`config.mk`:
```
export PLATFORM = sky130hd
export DESIGN_NAME = pkt_gen_ext
export DESIGN_NICKNAME = d
export VERILOG_FILES = /design/src/rtl/pkt_gen_pkg.sv /design/src/rtl/pkt_gen_seq_tbl.sv /design/src/rtl/pkt_gen_ext.sv
export SDC_FILE = /design/constraint.sdc
export NUM_CORES = 2
export LEC_CHECK = 0
export ABC_AREA = 1
export BUFFER_PORTS_ARGS = -buffer_cell sky130_fd_sc_hd__buf_2
export CORE_ASPECT_RATIO = 1.4
export CORE_MARGIN = 3
export CORE_UTILIZATION = 45
export DETAILED_ROUTE_END_ITERATION = 16
export HOLD_SLACK_MARGIN = 0.1
export PLACE_DENSITY_LB_ADDON = 0.25
export SETUP_SLACK_MARGIN = 0.05
export SYNTH_ARGS = -nofsm -noshare
export SYNTH_HDL_FRONTEND = slang
export SYNTH_HIERARCHICAL = 1
export SYNTH_SLANG_ARGS = --single-unit
```
`constraint.sdc`:
```
create_clock -name clk_i -period 30 [get_ports clk_i]
set_input_delay 4.5 -clock clk_i [delete_from_list [all_inputs] [get_ports clk_i]]
set_output_delay 4.5 -clock clk_i [all_outputs]
set_load 0.005 [all_outputs]
```
`src/rtl/pkt_gen_pkg.sv`:
```
// Shared types and helpers for the packet generator.
// Holds the FSM state enum, header field positions, and the size-to-beats helper.
package pkt_gen_pkg;

  typedef enum logic {
    ST_IDLE = 1'b0,
    ST_SEND = 1'b1
  } state_e;

  localparam int unsigned SIZE_W = 16;
  localparam int unsigned SEQ_W  = 32;
  localparam int unsigned CNT_W  = 32;

  // Header layout on beat 0: size, per-flow sequence, zero-extended flow
  localparam int unsigned HDR_SIZE_LSB = 0;
  localparam int unsigned HDR_SEQ_LSB  = 16;
  localparam int unsigned HDR_FLOW_LSB = 48;
  localparam int unsigned HDR_FLOW_W   = 16;

  localparam int unsigned SUM_W = SIZE_W + 1;

  // ceil(size / 2**lg_bpw); one extra bit keeps size=65535 plus rounding from wrapping
  function automatic logic [SIZE_W-1:0] words_from_size(input logic [SIZE_W-1:0] size,
                                                        input int unsigned       lg_bpw);
    logic [SUM_W-1:0] sum;
    sum = SUM_W'(size) + (SUM_W'(1) << lg_bpw) - SUM_W'(1);
    return SIZE_W'(sum >> lg_bpw);
  endfunction

endpackage

```
`src/rtl/pkt_gen_seq_tbl.sv`:
```
// Per-flow 32-bit sequence number table.
// Ports: clk_i/rst_i (async, active-high), rd_flow_i -> rd_seq_c (combinational read),
//        inc_i/inc_flow_i increments the addressed entry modulo 2^32.
module pkt_gen_seq_tbl
  import pkt_gen_pkg::*;
#(
  parameter int unsigned FLOW_CNT = 16,
  parameter int unsigned FLOW_W   = 4
) (
  input  logic              clk_i,
  input  logic              rst_i,
  input  logic [FLOW_W-1:0] rd_flow_i,
  output logic [SEQ_W-1:0]  rd_seq_c,
  input  logic              inc_i,
  input  logic [FLOW_W-1:0] inc_flow_i
);

  logic [SEQ_W-1:0] seq_q [FLOW_CNT];

  // Sequence storage; increments on end-of-packet of the given flow
  always_ff @(posedge clk_i or posedge rst_i) begin
    if (rst_i) begin
      for (int i = 0; i < int'(FLOW_CNT); i++) seq_q[i] <= '0;
    end else if (inc_i) begin
      seq_q[inc_flow_i] <= seq_q[inc_flow_i] + SEQ_W'(1);
    end
  end

  assign rd_seq_c = seq_q[rd_flow_i];

endmodule

```
`src/rtl/pkt_gen_ext.sv`:
```
// Packet generator: accepts (flow, size) tasks and streams header + counting-byte payload.
// Ports: clk_i/rst_i (async, active-high); task_* request handshake (task_ready_o is
//        combinational from out_ready_i to allow back-to-back packets); out_* beat stream
//        with sop/eop/empty and valid/ready; out_flow_num_o flow of current packet;
//        pkt_cnt_o count of completed packets.
module pkt_gen_ext
  import pkt_gen_pkg::*;
#(
  parameter int unsigned FLOW_CNT       = 16,
  parameter int unsigned FLOW_CNT_WIDTH = (FLOW_CNT == 1) ? 1 : $clog2(FLOW_CNT),
  parameter int unsigned BYTES_PER_WORD = 8,
  parameter int unsigned DATA_W         = 8 * BYTES_PER_WORD,
  parameter int unsigned EMPTY_W        = $clog2(BYTES_PER_WORD)
) (
  input  logic                      clk_i,
  input  logic                      rst_i,
  input  logic [FLOW_CNT_WIDTH-1:0] task_flow_num_i,
  input  logic [SIZE_W-1:0]         task_size_i,
  input  logic                      task_valid_i,
  output logic                      task_ready_o,
  output logic [DATA_W-1:0]         out_data_o,
  output logic                      out_sop_o,
  output logic                      out_eop_o,
  output logic [EMPTY_W-1:0]        out_empty_o,
  output logic                      out_val_o,
  input  logic                      out_ready_i,
  output logic [FLOW_CNT_WIDTH-1:0] out_flow_num_o,
  output logic [CNT_W-1:0]          pkt_cnt_o
);

  state_e                    state_q, state_d;
  logic [SIZE_W-1:0]         size_q, size_d;
  logic [SIZE_W-1:0]         words_q, words_d;
  logic [SIZE_W-1:0]         beat_q, beat_d;
  logic [FLOW_CNT_WIDTH-1:0] flow_d;
  logic [DATA_W-1:0]         data_d;
  logic [EMPTY_W-1:0]        empty_d;
  logic                      val_d, sop_d, eop_d;
  logic                      ready_arm_q;
  logic                      load;

  logic                      xfer, xfer_eop, accept_pkt;
  logic [SEQ_W-1:0]          tbl_seq, hdr_seq;
  logic [SIZE_W-1:0]         words_new, beat_nxt;

  function automatic logic [EMPTY_W-1:0] empty_of(input logic [SIZE_W-1:0] size);
    return EMPTY_W'(BYTES_PER_WORD - int'(size[EMPTY_W-1:0]));
  endfunction

  function automatic logic [DATA_W-1:0] header(input logic [FLOW_CNT_WIDTH-1:0] flow,
                                               input logic [SIZE_W-1:0]         size,
                                               input logic [SEQ_W-1:0]          seq);
    logic [DATA_W-1:0] d;
    d = '0;
    d[HDR_SIZE_LSB +: SIZE_W]     = size;
    d[HDR_SEQ_LSB  +: SEQ_W]      = seq;
    d[HDR_FLOW_LSB +: HDR_FLOW_W] = HDR_FLOW_W'(flow);
    return d;
  endfunction

  // Each byte carries its packet offset mod 256; bytes past the packet end read 0
  function automatic logic [DATA_W-1:0] payload(input logic [SIZE_W-1:0] beat,
                                                input logic [SIZE_W-1:0] size);
    logic [DATA_W-1:0] d;
    int unsigned       off;
    d = '0;
    for (int j = 0; j < int'(BYTES_PER_WORD); j++) begin
      off = 32'(beat) * BYTES_PER_WORD + 32'(j);
      if (off < 32'(size)) d[8*j +: 8] = off[7:0];
    end
    return d;
  endfunction

  assign xfer       = out_val_o && out_ready_i;
  assign xfer_eop   = xfer && out_eop_o;
  // ready_arm_q holds task_ready_o low through reset and releases it one clock later
  assign task_ready_o = ready_arm_q && ((state_q == ST_IDLE) || xfer_eop);
  assign accept_pkt = task_valid_i && task_ready_o && (task_size_i != '0);
  assign words_new  = words_from_size(task_size_i, EMPTY_W);
  assign beat_nxt   = beat_q + SIZE_W'(1);
  // Same-flow back-to-back: the table write lands this edge, so forward the increment
  assign hdr_seq    = tbl_seq + SEQ_W'(xfer_eop && (task_flow_num_i == out_flow_num_o));

  pkt_gen_seq_tbl #(
    .FLOW_CNT (FLOW_CNT),
    .FLOW_W   (FLOW_CNT_WIDTH)
  ) u_seq_tbl (
    .clk_i      (clk_i),
    .rst_i      (rst_i),
    .rd_flow_i  (task_flow_num_i),
    .rd_seq_c   (tbl_seq),
    .inc_i      (xfer_eop),
    .inc_flow_i (out_flow_num_o)
  );

  // Next-state and next-beat selection
  always_comb begin
    state_d = state_q;
    flow_d  = out_flow_num_o;
    size_d  = size_q;
    words_d = words_q;
    beat_d  = beat_q;
    val_d   = out_val_o;
    sop_d   = out_sop_o;
    eop_d   = out_eop_o;
    empty_d = out_empty_o;
    data_d  = out_data_o;
    load    = 1'b0;
    unique case (state_q)
      ST_IDLE: load = accept_pkt;
      ST_SEND: begin
        if (xfer_eop) begin
          load = accept_pkt;
          if (!accept_pkt) begin
            state_d = ST_IDLE;
            val_d   = 1'b0;
            sop_d   = 1'b0;
            eop_d   = 1'b0;
            empty_d = '0;
            data_d  = '0;
          end
        end else if (xfer) begin
          beat_d  = beat_nxt;
          sop_d   = 1'b0;
          eop_d   = ((beat_nxt + SIZE_W'(1)) == words_q);
          empty_d = eop_d ? empty_of(size_q) : '0;
          data_d  = payload(beat_nxt, size_q);
        end
      end
      default: ;
    endcase
    if (load) begin
      state_d = ST_SEND;
      flow_d  = task_flow_num_i;
      size_d  = task_size_i;
      words_d = words_new;
      beat_d  = '0;
      val_d   = 1'b1;
      sop_d   = 1'b1;
      eop_d   = (words_new == SIZE_W'(1));
      empty_d = eop_d ? empty_of(task_size_i) : '0;
      data_d  = header(task_flow_num_i, task_size_i, hdr_seq);
    end
  end

  // State and registered outputs
  always_ff @(posedge clk_i or posedge rst_i) begin
    if (rst_i) begin
      state_q        <= ST_IDLE;
      ready_arm_q    <= 1'b0;
      size_q         <= '0;
      words_q        <= '0;
      beat_q         <= '0;
      out_flow_num_o <= '0;
      out_val_o      <= 1'b0;
      out_sop_o      <= 1'b0;
      out_eop_o      <= 1'b0;
      out_empty_o    <= '0;
      out_data_o     <= '0;
    end else begin
      state_q        <= state_d;
      ready_arm_q    <= 1'b1;
      size_q         <= size_d;
      words_q        <= words_d;
      beat_q         <= beat_d;
      out_flow_num_o <= flow_d;
      out_val_o      <= val_d;
      out_sop_o      <= sop_d;
      out_eop_o      <= eop_d;
      out_empty_o    <= empty_d;
      out_data_o     <= data_d;
    end
  end

  // Completed-packet counter
  always_ff @(posedge clk_i or posedge rst_i) begin
    if (rst_i)         pkt_cnt_o <= '0;
    else if (xfer_eop) pkt_cnt_o <= pkt_cnt_o + CNT_W'(1);
  end

endmodule

```
# ---- Yosys cells after proc, flatten, opt, wreduce, memory -nomap -nowiden
# Cells that the tools add are included.
dict set report op_classes {
  n_addsub 16
  magnitude_cmp 11
  n_eq_ne 6
  mux 51
  bitwise_logic 3
  n_reduce_logical 16
}
# operator count
set ops {}
lappend ops {{bitwise mux 512 bit} 1}
lappend ops {{two-way mux 64 bit} 5}
lappend ops {{binary-select mux 32 bit (select 4 bit)} 2}
lappend ops {{two-way mux 32 bit} 5}
lappend ops {{< comparator 20 x 16 -> 1 bit} 7}
lappend ops {{demux 32 bit (select 4 bit)} 1}
lappend ops {{adder 19 x 3 -> 20 bit (second input constant)} 4}
lappend ops {{adder 32 x 1 -> 32 bit (second input constant)} 2}
lappend ops {{two-way mux 16 bit} 4}
lappend ops {{two-way mux 8 bit} 8}
lappend ops {{adder 19 x 2 -> 20 bit (second input constant)} 2}
lappend ops {{adder 16 x 1 -> 16 bit (second input constant)} 2}
lappend ops {{adder 32 x 1 -> 32 bit} 1}
lappend ops {{two-way mux 3 bit} 7}
lappend ops {{adder 19 x 1 -> 20 bit (second input constant)} 1}
lappend ops {{< comparator 19 x 16 -> 1 bit} 1}
lappend ops {{adder 16 x 4 -> 17 bit (second input constant)} 1}
lappend ops {{two-way mux 1 bit} 17}
lappend ops {{subtractor 17 x 1 -> 17 bit (second input constant)} 1}
lappend ops {{equality test 16 x 14 -> 1 bit} 1}
lappend ops {{nonzero test 16 bit} 1}
lappend ops {{equality test 14 x 1 -> 1 bit (second input constant)} 1}
lappend ops {{greater-or-equal comparator 5 bit (second input constant)} 2}
lappend ops {{inverter 4 -> 5 bit} 2}
lappend ops {{other kinds (12)} 24}
dict set report totals {
  ff_bits 666
  input_bits 24
  word_cells 131
}

# ---- Depth between registers and ports, before layout
dict set report logic_depth {
  depth_word 10
  ltp_mapped 23
  mapped_depth_nobuf 21
}

# ---- Hierarchy
# Netlist, hierarchy kept.
# module instances cells_per_inst area_per_inst_um2 seq_area_each_um2
set by_module_without_submodules {}
lappend by_module_without_submodules {pkt_gen_seq_tbl 1 4486 30842.1 12812.3}
lappend by_module_without_submodules {pkt_gen_ext 1 1263 9369.0 3803.6}

# ---- Least setup slack after synthesis
# OpenSTA, ideal clock, no wires.
dict set report synth_path {
  path_type {input to output}
  from {input port out_ready_i}
  to {output port task_ready_o}
  arrival_time_ns 4.749
  t_required_ns 25.500
  path_slack_ns 20.751
  cell_stages 4
  path_buffers 0
  cell_sequence {nand3_1 -> nand2_1 -> nand2_1 -> inv_1}
}
dict set report synth_via {
  elab_chain_len 4
}
# item line_no
set synth_lines {}
lappend synth_lines {{start: declaration} pkt_gen_ext.sv:26} ;# input logic out_ready_i,
lappend synth_lines {{logical AND 1 bit} pkt_gen_ext.sv:74} ;# assign xfer = out_val_o && out_ready_i;
lappend synth_lines {{logical AND 1 bit} pkt_gen_ext.sv:75} ;# assign xfer_eop = xfer && out_eop_o;
lappend synth_lines {{logical OR 1 bit} pkt_gen_ext.sv:77} ;# assign task_ready_o = ready_arm_q && ((state_q == ST_IDLE) || xfer_eop);
lappend synth_lines {{logical AND 1 bit} pkt_gen_ext.sv:77}
lappend synth_lines {{end: declaration} pkt_gen_ext.sv:20} ;# output logic task_ready_o,
# No other way between the ends.

# ---- Worst setup path after layout
# Same ends and word-level chain as after synthesis.

==> metrics.csv <==
metric,value,unit
gp_congestion,0.948,
die_h,360,microns
insertion_delay,640,ps
startpoint,out_ready_i,
dr.pass1.iters,6,
rows,129,
r2r-start,out_flow_num_o[0]$_DFFE_PP0P_,
r2r_cells,14,
start_util,45.5,%
rrSetupSlack,24180,ps
cts.sink_count,664,
ys_types,57,
synth_edf_count,0,
clkSlewWorstSetupHoldPaths,60,ps
tightest_slew,1230,ps
wl_per_cell,21.5,microns
syn_area,40200,sq um
nets,5716,
cap_violations,0,
r2r_end,u_seq_tbl/seq_q[376]$_DFFE_PP0P_,
grt_max_degree,138,
clock_path_buffers,3,
syn_nets,5797,
startpoint_type,input port,
synth_seq_cells,664,
die_w,259,microns
slowest_delay,430,ps
routed_wl,148000,microns
finalSetupViolCount,0,
dr_total_vias,39200,
path_class,input port to output port,
cts_resized,0,
io_pins,131,
post_cts_buffers,0,
ys_seq_area_share,41.3,%
hold_depth,2,
async_flop_share,100,%
crit_slowest_cell,nand3_1,
synth_flop_cell,dfrtp_1,
final_core_util,49.2,%
fin_tns_setup,0,ps
grt_usage,31.4,%
min_path_type,flop to flop,
cts_hold_buf,0,
avgSynthCellArea,6.99,sq um
fin_skew,30.7,ps
ctsRootBufferMaster,clkbuf_16,
relSlewSlack,17.9,%
vias_per_cell,5.69,
crit_required,25500,ps
p_leak,0.0216,uW
finalCritPeriodShare,33.3,%
dpl.hpwl,90800,microns
coreArea,88400,sq um
cts_tree,done,
drc_errors,0,
crit_fanout,11,
drive_gt1_share,8.67,%
dieArea,93000,sq um
status,finished clean,
numCtsBuffers,70,
hold_viol,0,
endpoint,task_ready_o,
critPathCaptureType,output port,
htreeDepth,3,
grt_pass1_wl,226000,microns
syn2layout_area_growth,8.30,%
power_density,72.0,nW/um^2
grt_pass1_vias,37600,
power,3140,uW
grt-ovfl-total,0,
ir_drop,0.0461,mV
fmax,100,MHz
port_buffers,130,
detail-route-antenna-nets,0,
syn_inst,5749,
drv_slew,0,
path_cells,"buf_2, nand3_1, nand2_1, nand2_1, inv_1, buf_2",
antenna_found_initial,1,
initialDrtViolationCount,4241,
diodes,0,
yosys_warnings,6,
period_needed,9990,ps
rsz0062_at_grt,false,
cp.arrival,5490,ps
[area by class of cell]
cell class | count | area (sq um)
clock buffer | 105 | 2160
clock inverter | 21 | 201
fill | 8916 | 44900
inverter | 390 | 1500
multi-input combinational | 4345 | 20400
sequential | 664 | 16600
tap | 1179 | 1480
timing repair buffer | 197 | 1200
[state kept, by name (all words and copies together), names as in the netlist]
register and flops:
beat_q 16, out_data_o 62, out_empty_o 3, out_eop_o 1, out_flow_num_o 4, out_sop_o 1
out_val_o 1, pkt_cnt_o 32, ready_arm_q 1, size_q 16, state_q 1, u_seq_tbl/seq_q 512
words_q 14
[kinds of logic after synthesis]
family | count (synthesis) | synth area share [%]
AND/OR/NAND/NOR | 3264 | 33.6
AO/OA/AOI/OAI | 885 | 12.1
buffers and inverters | 740 | 8.09
flip-flops | 664 | 41.3
multiplexers | 103 | 2.56
XOR/XNOR | 68 | 1.53
adder cells (fa/ha/maj) | 24 | 0.747
other | 1 | 0.00933
[synth_stat cells, drive strengths merged (50+ instances only)]
cell type	n	area share, %
nand2	2496	24
dfrtp	664	41
o21ai	526	6.6
nand3	386	5.2
inv	384	3.6
nor2	280	3.2
clkbuf	207	1.9
a21oi	182	2.3
buf	143	2.5
o211ai	109	2.0
mux2i	103	2.6
xor2	50	1.1
[routing by layer]
layer | track usage, % | wire length (microns)
met1 | 35.4 | 53100
met2 | 53.6 | 71100
met3 | 5.84 | 12500
met4 | 21.7 | 11700
met5 | 0 | 12
[worst max-delay path, delay by kind of cell]
kind	cells	cell delay, ps
buffers and inverters	3	240
AND/OR/NAND/NOR	3	750
[placed cells by master (no fill, tap or decap), drive strengths merged, types with 3 or more instances in the layout]
| master | instances |
|---|---|
| a21oi | 182 |
| a22oi | 8 |
| a31oi | 21 |
| a32o | 3 |
| buf | 197 |
| bufinv | 3 |
| clkbuf | 105 |
| clkinv | 16 |
| dfrtp | 664 |
| ha | 24 |
| inv | 391 |
| mux2i | 103 |
| nand2 | 2496 |
| nand3 | 386 |
| nand3b | 6 |
| nand4 | 48 |
| nor2 | 280 |
| nor3 | 28 |
| nor4 | 16 |
| o211ai | 109 |
| o21ai | 526 |
| o221ai | 11 |
| o22ai | 19 |
| or2 | 4 |
| xnor2 | 17 |
| xor2 | 50 |
[per-stage QoR]
step | hold WS [ps] | cell area, sq um | cells | setup WS, ps
after floorplan | 449 | 40200 | 5749 | 11200
after detailed placement | 463 | 41200 | 6775 | 19990
after global routing | 489 | 43600 | 6901 | 19910
after CTS | 479 | 43600 | 6901 | 19990
after global placement | 455 | 41200 | 6775 | 19990
final | 474 | 43600 | 6901 | 20010
[where the power goes]
group	switching [uW]	internal, uW	total [uW]
logic	837	272	1110
registers	113	1010	1120
clock network	382	524	906
[worst min path at each step]
stage,start,to
6_report,out_data_o[33]$_DFFE_PP0P_,out_data_o[33]$_DFFE_PP0P_
5_1_grt,pkt_cnt_o[31]$_DFFE_PP0P_,pkt_cnt_o[31]$_DFFE_PP0P_
4_1_cts,out_data_o[33]$_DFFE_PP0P_,out_data_o[33]$_DFFE_PP0P_
3_5_place_dp,out_data_o[33]$_DFFE_PP0P_,out_data_o[33]$_DFFE_PP0P_
3_3_place_gp,pkt_cnt_o[31]$_DFFE_PP0P_,pkt_cnt_o[31]$_DFFE_PP0P_
2_1_floorplan,u_seq_tbl/seq_q[285]$_DFFE_PP0P_,u_seq_tbl/seq_q[285]$_DFFE_PP0P_
Power figures use the tool's default switching activity.
